## src/rtl/jtframe_lfbuf_obj.sv

```systemverilog
// Line-based 16x16 object renderer feeding the line buffer's core-side write port.
// Define JTFRAME_LFBUF_OBJ_CLR_EN to clear the whole line before objects are drawn.
module jtframe_lfbuf_obj #(
  parameter int DW   = 16,
  parameter int VW   = 8,
  parameter int HW   = 9,
  parameter int OBJW = 7,
  parameter int CW   = 13
) (
  input  logic            clk,
  input  logic            rst,
  input  logic            ln_hs,
  input  logic [VW-1:0]   ln_v,
  output logic [HW-1:0]   ln_addr,
  output logic [DW-1:0]   ln_data,
  output logic            ln_we,
  output logic            ln_done,
  output logic [OBJW+1:0] obj_addr,
  input  logic [15:0]     obj_data,
  output logic            rom_cs,
  output logic [CW+4:0]   rom_addr,
  input  logic            rom_ok,
  input  logic [31:0]     rom_data,
  output logic            busy,
  output logic [3:0]      dbg_state
);

  typedef enum logic [3:0] {
    IDLE, CLR, RD0, RD1, RD2, RD3, CHK, FETCH, DRAW, NEXT, DONE
  } state_t;

  state_t          state;
  logic            hs_l;
  logic [VW-1:0]   vline;
  logic [OBJW-1:0] idx;
  logic [VW-1:0]   y;
  logic [HW-1:0]   x;
  logic [CW-1:0]   code;
  logic [3:0]      pal;
  logic            hflip;
  logic [3:0]      row;
  logic            half_k;
  logic [2:0]      n;
  logic [31:0]     pix;
`ifdef JTFRAME_LFBUF_OBJ_CLR_EN
  logic [HW-1:0]   clr_cnt;
`endif

  logic            hs_rise;
  logic [VW-1:0]   dy;
  logic            visible;
  logic [3:0]      row_n;
  logic [2:0]      sel;
  logic [31:0]     pix_sh;
  logic [3:0]      cur_pix;
  logic            unused_bits;

  assign dbg_state   = state;
  assign hs_rise     = ln_hs & ~hs_l;
  // In CHK, obj_data already holds word 3 of the current entry
  assign dy          = vline - y;
  assign visible     = obj_data[15] && (dy < VW'(16));
  assign row_n       = obj_data[5] ? ~dy[3:0] : dy[3:0];
  assign sel         = hflip ? ~n : n;
  assign pix_sh      = pix << {sel, 2'b00};
  assign cur_pix     = pix_sh[31:28];
  assign unused_bits = ^obj_data;

  // ROM handshake: rom_cs is the request and rom_addr holds steady while it is
  // high; a cycle with rom_cs and rom_ok both high transfers rom_data, and
  // rom_cs drops on the following cycle.
  always_ff @(posedge clk) begin
    if (rst) begin
      state    <= IDLE;
      hs_l     <= ln_hs;
      vline    <= '0;
      idx      <= '0;
      y        <= '0;
      x        <= '0;
      code     <= '0;
      pal      <= '0;
      hflip    <= 1'b0;
      row      <= '0;
      half_k   <= 1'b0;
      n        <= '0;
      pix      <= '0;
`ifdef JTFRAME_LFBUF_OBJ_CLR_EN
      clr_cnt  <= '0;
`endif
      ln_addr  <= '0;
      ln_data  <= '0;
      ln_we    <= 1'b0;
      ln_done  <= 1'b0;
      obj_addr <= '0;
      rom_cs   <= 1'b0;
      rom_addr <= '0;
      busy     <= 1'b0;
    end else begin
      hs_l    <= ln_hs;
      ln_we   <= 1'b0;
      ln_done <= 1'b0;
      if (hs_rise) begin
        // A new request always wins; a line that just finished still reports done
        if (state == DONE) ln_done <= 1'b1;
        vline  <= ln_v;
        idx    <= '1;
        busy   <= 1'b1;
        rom_cs <= 1'b0;
`ifdef JTFRAME_LFBUF_OBJ_CLR_EN
        state   <= CLR;
        clr_cnt <= '0;
`else
        state    <= RD0;
        obj_addr <= {{OBJW{1'b1}}, 2'd0};
`endif
      end else begin
        case (state)
          IDLE: ;
          CLR: begin
`ifdef JTFRAME_LFBUF_OBJ_CLR_EN
            ln_we   <= 1'b1;
            ln_addr <= clr_cnt;
            ln_data <= '0;
            clr_cnt <= clr_cnt + 1'b1;
            if (clr_cnt == '1) begin
              state    <= RD0;
              obj_addr <= {idx, 2'd0};
            end
`else
            state <= IDLE;
`endif
          end
          RD0: begin
            obj_addr <= {idx, 2'd1};
            state    <= RD1;
          end
          RD1: begin
            y        <= obj_data[VW-1:0];
            obj_addr <= {idx, 2'd2};
            state    <= RD2;
          end
          RD2: begin
            x        <= obj_data[HW-1:0];
            obj_addr <= {idx, 2'd3};
            state    <= RD3;
          end
          RD3: begin
            code  <= obj_data[CW-1:0];
            state <= CHK;
          end
          CHK: begin
            pal    <= obj_data[3:0];
            hflip  <= obj_data[4];
            row    <= row_n;
            half_k <= 1'b0;
            if (visible) begin
              rom_cs   <= 1'b1;
              rom_addr <= {code, row_n, obj_data[4]};
              state    <= FETCH;
            end else begin
              state <= NEXT;
            end
          end
          FETCH: begin
            if (rom_ok) begin
              pix    <= rom_data;
              rom_cs <= 1'b0;
              n      <= '0;
              state  <= DRAW;
            end
          end
          DRAW: begin
            ln_we   <= cur_pix != 4'd0;
            ln_addr <= x + HW'({half_k, n});
            ln_data <= DW'({pal, cur_pix});
            n       <= n + 1'b1;
            if (n == 3'd7) begin
              if (!half_k) begin
                half_k   <= 1'b1;
                rom_cs   <= 1'b1;
                rom_addr <= {code, row, ~hflip};
                state    <= FETCH;
              end else begin
                state <= NEXT;
              end
            end
          end
          NEXT: begin
            if (idx == '0) begin
              state <= DONE;
            end else begin
              idx      <= idx - 1'b1;
              obj_addr <= {idx - 1'b1, 2'd0};
              state    <= RD0;
            end
          end
          DONE: begin
            ln_done <= 1'b1;
            busy    <= 1'b0;
            state   <= IDLE;
          end
          default: state <= IDLE;
        endcase
      end
    end
  end

endmodule

```

## config.mk

```make
export PLATFORM = sky130hd
export DESIGN_NAME = jtframe_lfbuf_obj
export DESIGN_NICKNAME = d
export VERILOG_FILES = /design/src/rtl/jtframe_lfbuf_obj.sv
export SDC_FILE = /design/constraint.sdc
export NUM_CORES = 1
export LEC_CHECK = 0
export CAP_MARGIN = 20
export CORE_MARGIN = 2
export CORE_UTILIZATION = 58
export DETAILED_ROUTE_END_ITERATION = 10
export GPL_TIMING_DRIVEN = 0
export PLACE_DENSITY = 0.86
export SETUP_SLACK_MARGIN = 0.02
export SLEW_MARGIN = 20
export SYNTH_ARGS = -nofsm -noshare
export SYNTH_HDL_FRONTEND = slang
export SYNTH_SLANG_ARGS = --single-unit
```

## constraint.sdc

```tcl
create_clock -name clk -period 5.6 [get_ports clk]
set_clock_uncertainty 0.1 [all_clocks]
set_input_delay 0.84 -clock clk [delete_from_list [all_inputs] [get_ports clk]]
set_output_delay 0.84 -clock clk [all_outputs]
set_load 0.02 [all_outputs]
```

==> results of run 1 <==
[state kept, by name, summed over array words and instances (netlist names)]
register / count
pix: 32
rom_addr: 18
code: 13
ln_addr: 9
obj_addr: 9
x: 9
ln_data: 8
vline: 8
y: 8
idx: 7
dbg_state: 4
pal: 4
row: 4
n: 3
busy: 1
half_k: 1
hflip: 1
hs_l: 1
ln_done: 1
ln_we: 1
rom_cs: 1
[metrics by stage]
| step | utilization (%) | std cells |
|---|---|---|
| 2_1_floorplan | - | 881 |
| 4_1_cts | 74.93 | 1166 |
| 5_1_grt | 74.93 | 1166 |
| 3_3_place_gp | 69.96 | 1136 |
| 3_5_place_dp | 69.96 | 1136 |
| 6_report | 74.93 | 1166 |
[where the power goes]
group | internal [uW] | leakage, uW | total (uW) | switching, uW
combinational | 83.5 | 0.00192 | 194 | 111
sequential | 1030 | 0.00116 | 1040 | 9.58
clock | 722 | 0.000285 | 1130 | 409
[cell usage in the layout (no fill, tap or decap), drive strengths merged, types with 2 or more instances in the layout]
cell type,instances
a2111oi,2
a211o,2
a211oi,8
a21o,3
a21oi,109
a22oi,3
a31oi,19
and3,3
and3b,2
buf,39
bufinv,2
clkbuf,60
clkdlybuf4s50,108
clkinvlp,2
conb,8
dfxtp,143
fa,2
ha,15
inv,19
mux2i,36
nand2,175
nand2b,3
nand3,35
nand4,4
nor2,58
nor2b,7
nor3,12
nor3b,16
nor4,7
nor4b,14
o2111ai,11
o21ai,28
o22ai,2
o311ai,16
or3,4
xnor2,15
xor2,11
[layout make-up]
type	count	area (um^2)
clock buffers	26	519.2
fillers	872	2999
flip-flops and latches	143	2863
repair buffers	108	1081
plain buffers	73	364.1
clock inverters	4	75.07
inverters	19	71.32
well taps	147	183.9
multi-input cells	646	3805
[worst max-delay path, stage by stage]
cell             delay [ns]
clkdlybuf4s50_1        0.45
nor2b_1                0.15
clkbuf_1               0.28
nor4_1                 0.63
buf_2                  0.39
nand2_1                0.10
a21oi_1                0.17
[path summary, 6_finish.rpt]
kind	depth (start not counted)	endpoint	start	slack, ns
max	7	code[9]	ln_hs	2.82
max reg2reg	9	rom_addr[9]	y[5]	3.09
min	2	ln_addr[3]	ln_addr[3]	0.35
min reg2reg	2	ln_addr[3]	ln_addr[3]	0.35
[layer usage]
| layer | share of wire [%] | up-vias | global-route usage (%) |
|---|---|---|---|
| met5 | 0 | - | 0 |
| met4 | 3.4 | 0 | 13.90 |
| met3 | 8.0 | 59 | 7.041 |
| met2 | 47 | 336 | 52.54 |
| met1 | 41 | 3227 | 40.03 |
| li1 | - | 3325 | - |
[cell families (layout without fill, tap and decap cells)]
kind of cell	count (synthesis)	count (layout)	synth area share (%)
mux	36	36	5.092
xor+xnor	26	26	3.483
flops	143	143	40.45
compound gates	213	213	18.33
simple gates	346	346	23.21
fa+ha+maj	17	17	3.218
other cells	1	8	0.05299
buf+inv	92	230	6.153
==> results by group, run 1 <==
Timing
  • Setup TNS: 0 ns
  • Achievable frequency: 0.3595 GHz
  • Part of the cycle the worst path needs: just under 50%
  • Tightest Pin Transition: 0.8038 ns
  • RSZ-0062 raised after global routing: false
  • Minimum clock period after layout: between 2 and 3 ns
  • Final worst hold slack: about 0.35 ns
  • Hold Fails Final Rpt: 0
  • Final WS setup: 2.818 ns
  • Max Slew Vio Count: 0
  • Max-slew headroom: between 40% and 50%
  • Setup violators final: 0

Pwr
  • Power Density: approximately 260 nW/um^2
  • Leakage: around 0.0034 uW
  • Design Power: 2364 uW
  • Max IR drop VDD: 0.2168 mV

Synthesis
  • Post-Syn Instances: around 900
  • Top post-synthesis cells by count: 174 x nand2_1, 143 x dfxtp_1, 108 x a21oi_1
  • Post-synth top flop: dfxtp_1
  • Area of the mapped netlist: ~7100 um^2
  • Number of synthesized flops with an enable pin: 0
  • Synth Register Bits: between 100 and 150
  • Count leader, synth: nand2_1
  • Synth cell types: 66
  • Yosys warns: 0
  • Dominant cells by area after synthesis: dfxtp_1 40%, nand2_1 9.2%, a21oi_1 7.6%
  • Post-synth top area share: about two fifths
  • Leading area contributor after synthesis: dfxtp_1
  • Avg Cell Area, Syn: 8.097 um^2
  • Sequential area share after synthesis: just over 40%
  • Ys async rst share: 0%

Routing
  • Antenna-violating nets left: 0
  • Starting DRT DRC Count: between 700 and 800
  • Post-DR wirelength/cell: 17.61 um
  • Vias/cell: slightly below 6
  • Post-Route WL: about 21 mm
  • Drt drc: 0
  • Total number of vias: approximately 6.9k
  • Drt pass-1 iters: 6

Flow run
  • Max Cap Violations: 0

Setup path
  • Setup CP Type: in -> reg
  • CP Capture Type: register
  • CP startpoint kind: input port
  • Largest fanout on the critical path: 10
  • Critical path data arrival time: just over 3 ns
  • Critical Path RT: roughly 6 ns

Clock tree
  • Clock Sinks: approximately 140
  • CTS H-tree depth: 4
  • CTS Buffer Depth: 2
  • Post-CTS setup buffers: 0
  • CTS Hold Bufs: 0
  • Worst-Skew Late Latency: around 0.42 ns
  • CTS tree: done
  • TritonCTS Buffers: 17
  • Clk Tree Root Cell: clkbuf_16
  • Clk slew on worst S/H paths: 0.06 ns
  • CTS resizes: 0

Cells and area
  • P&R area growth vs syn: 26.64%
  • Layout net count: ~1.1k
  • Layout cells sized above 1: under 10%
  • Ant diodes: 0
  • Finished Cell Area: 8962 um^2

Placed design
  • Final GP Congestion: between 0.9 and 1
  • Post-DP HPWL: about 14 mm
  • Place WS: approximately 2.5 ns
  • Post-placement cell area: around 8400 um^2
  • PortBufs: around 110

Global route
  • Largest net degree at the start of global routing: 17
  • Initial antenna violation count: 0
  • Tot GR Track Use: 31.84%
  • Number of global-route vias before repair: 6553
  • Total gr overflow: 0
  • Global-route wire length before repair: between 30 and 40 mm

Outcome
  • Status: finished, final reports clean

Floorplanning
  • I/O Pins: 120
  • Placeable Area: ~12000 um^2
  • Die Area: approximately 13000 um^2
  • Initial Util: 59.16%
  • Die Ht: 114.5 um
  • Rows: 40
  • Die W: 114.5 um

Min path
  • Hold Crit Class: reg -> reg
Note: power is estimated with default switching activity, not from simulation.
==> run 2, diff against run 1 <==
CORE_UTILIZATION = 54   (was 58)
PLACE_DENSITY = 0.81   (was 0.86)
clock period = 2.6 ns   (was 5.6 ns; I/O delays follow)
==> run 2 against run 1 <==
Compared with the run above: combinational power up 110%; worst setup slack worse by 2.6 ns; count of clock-buffer cells in the layout down 6; global-route usage down 3.4 points; largest power group unchanged.
==> results by group, run 2 (synthesis results as in run 1) <==
Outcome
  • Status: finished, final reports clean

Cells and area
  • Most frequent cells in the layout: 173 x nand2_1, 143 x dfxtp_1, 108 x a21oi_1, 108 x clkdlybuf4s50_1, 55 x nor2_1
  • Finished Cell Area: between 8000 and 9000 um^2
  • Most common cell after layout, fill and taps aside: nand2_1
  • Layout cells sized above 1: between 8 and 9%
  • Max reg flops: 32
  • Largest reg by FF count: pix
  • P&R area growth vs syn: 27.14%
  • Top flop regs: pix: 32 flops, rom_addr: 18 flops, code: 13 flops
  • Layout net count: about 1.1k
  • Fillers: about 1.1k
  • Ant diodes: 0

Timing
  • Tightest Pin Transition: around 0.77 ns
  • Setup TNS: 0 ns
  • Part of the cycle the worst path needs: between 90 and 100%
  • Max-slew headroom: between 40% and 50%
  • Max Slew Vio Count: 0
  • Final worst hold slack: between 0.2 and 0.3 ns
  • RSZ-0062 raised after global routing: false
  • Achievable frequency: 0.4175 GHz
  • Minimum clock period after layout: between 2 and 2.5 ns
  • Setup violators final: 0
  • Hold Fails Final Rpt: 0

Routing
  • Post-DR wirelength/cell: ~17 um
  • Starting DRT DRC Count: between 500 and 600
  • Antenna-violating nets left: 0
  • Total number of vias: a little under 7k
  • Drt drc: 0
  • Vias/cell: 5.725
  • Drt pass-1 iters: 6
  • Post-Route WL: 19.82 mm

Setup path
  • CP peak stage delay: 0.47 ns
  • Critical Path RT: around 2.8 ns
  • CP startpoint kind: register
  • FF-to-FF Start: n[0]
  • CP Capture Type: register
  • Crit. Startpoint: n[0]
  • R2R Path End: ln_addr[8]
  • FF-to-FF setup slack: between 0.2 and 0.25 ns
  • Setup CP Type: reg -> reg
  • Crit-path cells: ha_1 -> inv_1 -> fa_1 -> nor2b_1 -> o21ai_0 -> a21oi_1 -> nand3_1 -> xor2_1 -> a211oi_1
  • Worst Reg-to-Reg Cells: 9
  • Worst setup endpoint: ln_addr[8]
  • Crit path max-delay cell type: dfxtp_1
  • Critical path data arrival time: roughly 2.6 ns
  • Largest fanout on the critical path: 4

Clock tree
  • CTS H-tree depth: 4
  • Clk slew on worst S/H paths: about 0.060 ns
  • Clock Sinks: 143
  • CTS Buffer Depth: 2
  • CTS tree: done
  • TritonCTS Buffers: 17
  • Worst-Skew Late Latency: ~0.42 ns
  • CTS Hold Bufs: 0
  • Clk Tree Root Cell: clkbuf_16

Floorplanning
  • Die Ht: between 100 and 150 um
  • I/O Pins: 120
  • Initial Util: 55.63%
  • Die Area: 14040 um^2
  • Die W: between 100 and 150 um
  • Placeable Area: about 13000 um^2
  • Rows: 41

Placed design
  • Post-placement cell area: between 8000 and 9000 um^2
  • Post-DP HPWL: 14.41 mm
  • PortBufs: approximately 110
  • Final GP Congestion: around 0.96

Pwr
  • Max IR drop VDD: ~0.54 mV
  • Leakage: roughly 0.0034 uW
  • Power Density: between 500 and 600 nW/um^2

Global route
  • Number of global-route vias before repair: about 6.2k
  • Largest net degree at the start of global routing: 17
  • Total gr overflow: 0
  • Tot GR Track Use: 28.43%
  • Global-route wire length before repair: between 30 and 40 mm
  • Initial antenna violation count: 0

Min path
  • Hold Crit Class: in -> reg

Flow run
  • Max Cap Violations: 0
[run 2: changes by cell type in the layout (fill, tap and decap cells not counted), sizes merged]
cell      before  now
clkbuf        60   54
buf           39   40
clkinvlp       2    3
bufinv         2    3
clkinv         0    5
[run 2: layout make-up]
class	instances	area [um^2]	area share (%)
multi-input combinational	646	3807	42.32
sequential	143	2863	31.82
timing repair buffer	109	1089	12.10
clock buffer	20	446.7	4.965
buffer	73	364.1	4.047
tap	172	215.2	2.392
clock inverter	11	141.4	1.571
inverter	19	71.32	0.7927
[run 2: metrics by stage]
step           utilization, %  instances  total power (uW)  setup slack (ns)
2_1_floorplan               -        881              2503            0.4734
3_3_place_gp            66.02       1161              2682           0.02930
3_5_place_dp            66.02       1161              2686          -0.07197
4_1_cts                 70.64       1192              5082            0.1833
5_1_grt                 70.72       1193              5243           0.04752
6_report                70.72       1193              5087            0.2050
[run 2: worst min-delay path by stage]
stage / cells after the start / to / startpoint / slack, ns
CTS: 3 / code[5] / obj_data[5] / 0.24
detailed placement: 2 / pix[15] / pix[15] / 0.34
global route: 3 / code[5] / obj_data[5] / 0.24
global placement: 2 / ln_addr[3] / ln_addr[3] / 0.34
finish: 3 / code[5] / obj_data[5] / 0.26
floorplan: 0 / hs_l / ln_hs / 0.32
[run 2: worst max-delay path, delay by kind of cell (launching register included)]
kind	cells	cell delay (ns)
DFF	1	0.47
xor gates and xnor gates	1	0.17
AOI/OAI and AO/OA	3	0.62
and+or+nand+nor	2	0.29
adders and majority gates	2	0.59
buffers and inverters	1	0.05
[run 2: power breakdown]
part           switching [uW]  leakage [uW]  internal (uW)
registers                20.1       0.00116           2220
logic                     232       0.00192            182
clock network             916      0.000282           1520
[run 2: timing repair]
action	4_1_cts	5_1_grt
buffers inserted	0	1
hold endpoints to repair	0	0
endpoints found under the setup margin	0	8
resized for setup	0	1
[run 2: routing by layer]
layer  up-vias  global-route usage, %  wire length (um)
met5         -                      0                 0
met4         0                  9.970               359
met3        35                  6.612              1623
met2       276                  44.47              9218
met1      3189                  38.50              8615
li1       3330                      -                 -
==> run 3, diff against run 2 <==
clock period = 2.55 ns   (was 2.6 ns; I/O delays follow)
==> run 3 against run 2 <==
Compared with the run above: count of clock-buffer cells in the layout is the same; register-to-register slack got worse by 0.04 ns; final area about the same; routed wire length barely moved; critical path type unchanged; largest power group unchanged; worst setup slack worse by 0.036 ns; global-route usage unchanged; combinational power up 2%; first-iteration DRC count increased by 1.1%; die area unchanged; via count shrank 0.26%; final cell count is the same.
==> results by group, run 3 (synthesis results as in run 1) <==
Timing
  • Part of the cycle the worst path needs: 93.38%
  • Setup TNS: 0 ns
  • Tightest Pin Transition: about 0.74 ns
  • Max Slew Vio Count: 0
  • Final worst hold slack: between 0.2 and 0.25 ns
  • Max-slew headroom: between 50% and 60%
  • Hold Fails Final Rpt: 0
  • Minimum clock period after layout: ~2.4 ns
  • RSZ-0062 raised after global routing: false
  • Achievable frequency: between 0.4 and 0.5 GHz
  • Setup violators final: 0

Floorplanning
  • I/O Pins: 120
  • Initial Util: roughly 56%
  • Die W: approximately 120 um
  • Rows: a little over 40
  • Placeable Area: around 13000 um^2
  • Die Ht: roughly 120 um
  • Die Area: around 14000 um^2

Cells and area
  • Top flop regs: pix: 32 flops, rom_addr: 18 flops, code: 13 flops
  • Finished Cell Area: ~9000 um^2
  • Layout net count: between 1k and 1.5k
  • P&R area growth vs syn: 27.21%
  • Max reg flops: 32
  • Utilization after layout: a little over two thirds
  • Largest reg by FF count: pix
  • Most frequent cells in the layout: 173 x nand2_1, 142 x dfxtp_1, 108 x clkdlybuf4s50_1
  • Most common cell after layout, fill and taps aside: nand2_1
  • Ant diodes: 0
  • Layout cells sized above 1: 8.521%

Clock tree
  • Clk Tree Root Cell: clkbuf_16
  • Worst-Skew Late Latency: roughly 0.43 ns
  • Clock Sinks: around 140
  • CTS H-tree depth: 4
  • TritonCTS Buffers: 17
  • CTS Buffer Depth: 2
  • CTS tree: done
  • Clk slew on worst S/H paths: roughly 0.060 ns

Setup path
  • Crit path max-delay cell type: fa_1
  • Critical Path RT: between 2 and 3 ns
  • Worst Path Buf+Inv: 2
  • Delay-heaviest family, CP: compound AO/OA/AOI/OAI gates
  • CP peak stage delay: about 0.42 ns
  • Largest fanout on the critical path: 8
  • CP Capture Type: register
  • Setup CP Type: reg -> reg
  • Critical path data arrival time: around 2.6 ns
  • CP startpoint kind: register
  • Crit-path cells: buf_2 -> inv_1 -> fa_1 -> nor2b_1 -> o21ai_0 -> a21oi_1 -> nand3_1 -> xor2_1 -> a211oi_1

Global route
  • Initial antenna violation count: 0
  • Tot GR Track Use: between 20% and 30%
  • Largest net degree at the start of global routing: 17
  • Number of global-route vias before repair: around 6.2k
  • Global-route wire length before repair: about 32 mm
  • Total gr overflow: 0

Min path
  • Hold Crit Class: in -> reg

Pwr
  • Max IR drop VDD: about 0.55 mV
  • Design Power: roughly 5200 uW
  • Leakage: 0.003360 uW
  • Power Density: 576.2 nW/um^2

Placed design
  • PortBufs: 108
  • Post-placement cell area: ~8400 um^2
  • Post-DP HPWL: between 10 and 15 mm
  • Final GP Congestion: 0.9599

Routing
  • Total number of vias: 6812
  • Drt pass-1 iters: 5
  • Vias/cell: approximately 5.7
  • Drt drc: 0
  • Post-DR wirelength/cell: 16.61 um
  • Antenna-violating nets left: 0
  • Post-Route WL: between 15 and 20 mm
  • Starting DRT DRC Count: roughly 570

Outcome
  • Status: finished, final reports clean

Flow run
  • Max Cap Violations: 0
[run 3: cell count changes in the layout (fill, tap and decap cells not counted)]
| cell | before | now |
|---|---|---|
| a21oi_1 | 108 | 107 |
| dfxtp_2 | 0 | 1 |
| dfxtp_1 | 143 | 142 |
| a21oi_2 | 1 | 2 |
[run 3: worst register-to-register path: cells and delay by family, from the launching register on]
kind | cells | cell delay (ns)
AO/OA/AOI/OAI | 3 | 0.62
flip-flops | 1 | 0.35
XOR/XNOR | 1 | 0.17
adder cells (fa/ha/maj) | 1 | 0.42
AND/OR/NAND/NOR | 2 | 0.29
buffers and inverters | 2 | 0.33
[run 3: power by group]
group	leakage (uW)	total (uW)	internal (uW)	switching (uW)
logic	0.00192	423	186	237
registers	0.00116	2280	2260	20.6
clock network	0.000282	2480	1550	935
total	0.00336	5190	4000	1190
[run 3: final timing paths]
path          startpoint         end  slack [ns]  depth (start not counted)
min reg2reg   ln_data[0]  ln_data[0]        0.35                          2
max                 n[1]  ln_addr[8]        0.17                          9
max reg2reg         n[1]  ln_addr[8]        0.17                          9
min          obj_data[5]     code[5]        0.25                          3
[run 3: stage by stage]
| stage | std cells | setup slack [ns] |
|---|---|---|
| 6_report | 1193 | 0.1689 |
| 3_5_place_dp | 1161 | -0.1145 |
| 4_1_cts | 1192 | 0.1333 |
| 2_1_floorplan | 881 | 0.4234 |
| 3_3_place_gp | 1161 | -0.01320 |
| 5_1_grt | 1193 | 0.03598 |
[run 3: layout make-up]
class	instances	area [um^2]
Multi-Input combinational cell	646	3811
Fill cell	1066	3720
Sequential cell	143	2864
Timing Repair Buffer	109	1089
Clock buffer	20	446.7
Buffer	73	364.1
Tap cell	172	215.2
Clock inverter	11	141.4
Inverter	19	71.32
[run 3: what timing repair did]
| item | 4_1_cts | 5_1_grt |
|---|---|---|
| hold buffers | 0 | 0 |
| setup endpoints to repair | 0 | 16 |
| setup buffers | 0 | 1 |
| resized for setup | 0 | 3 |
[run 3: metal layers]
metal / vias up / wire (um) / GRT usage, %
met1: 3193 / 8710 / 38.50
met4: 0 / 329 / 9.970
met2: 255 / 9257 / 44.47
met5: - / 0 / 0
met3: 30 / 1522 / 6.612
li1: 3334 / - / -
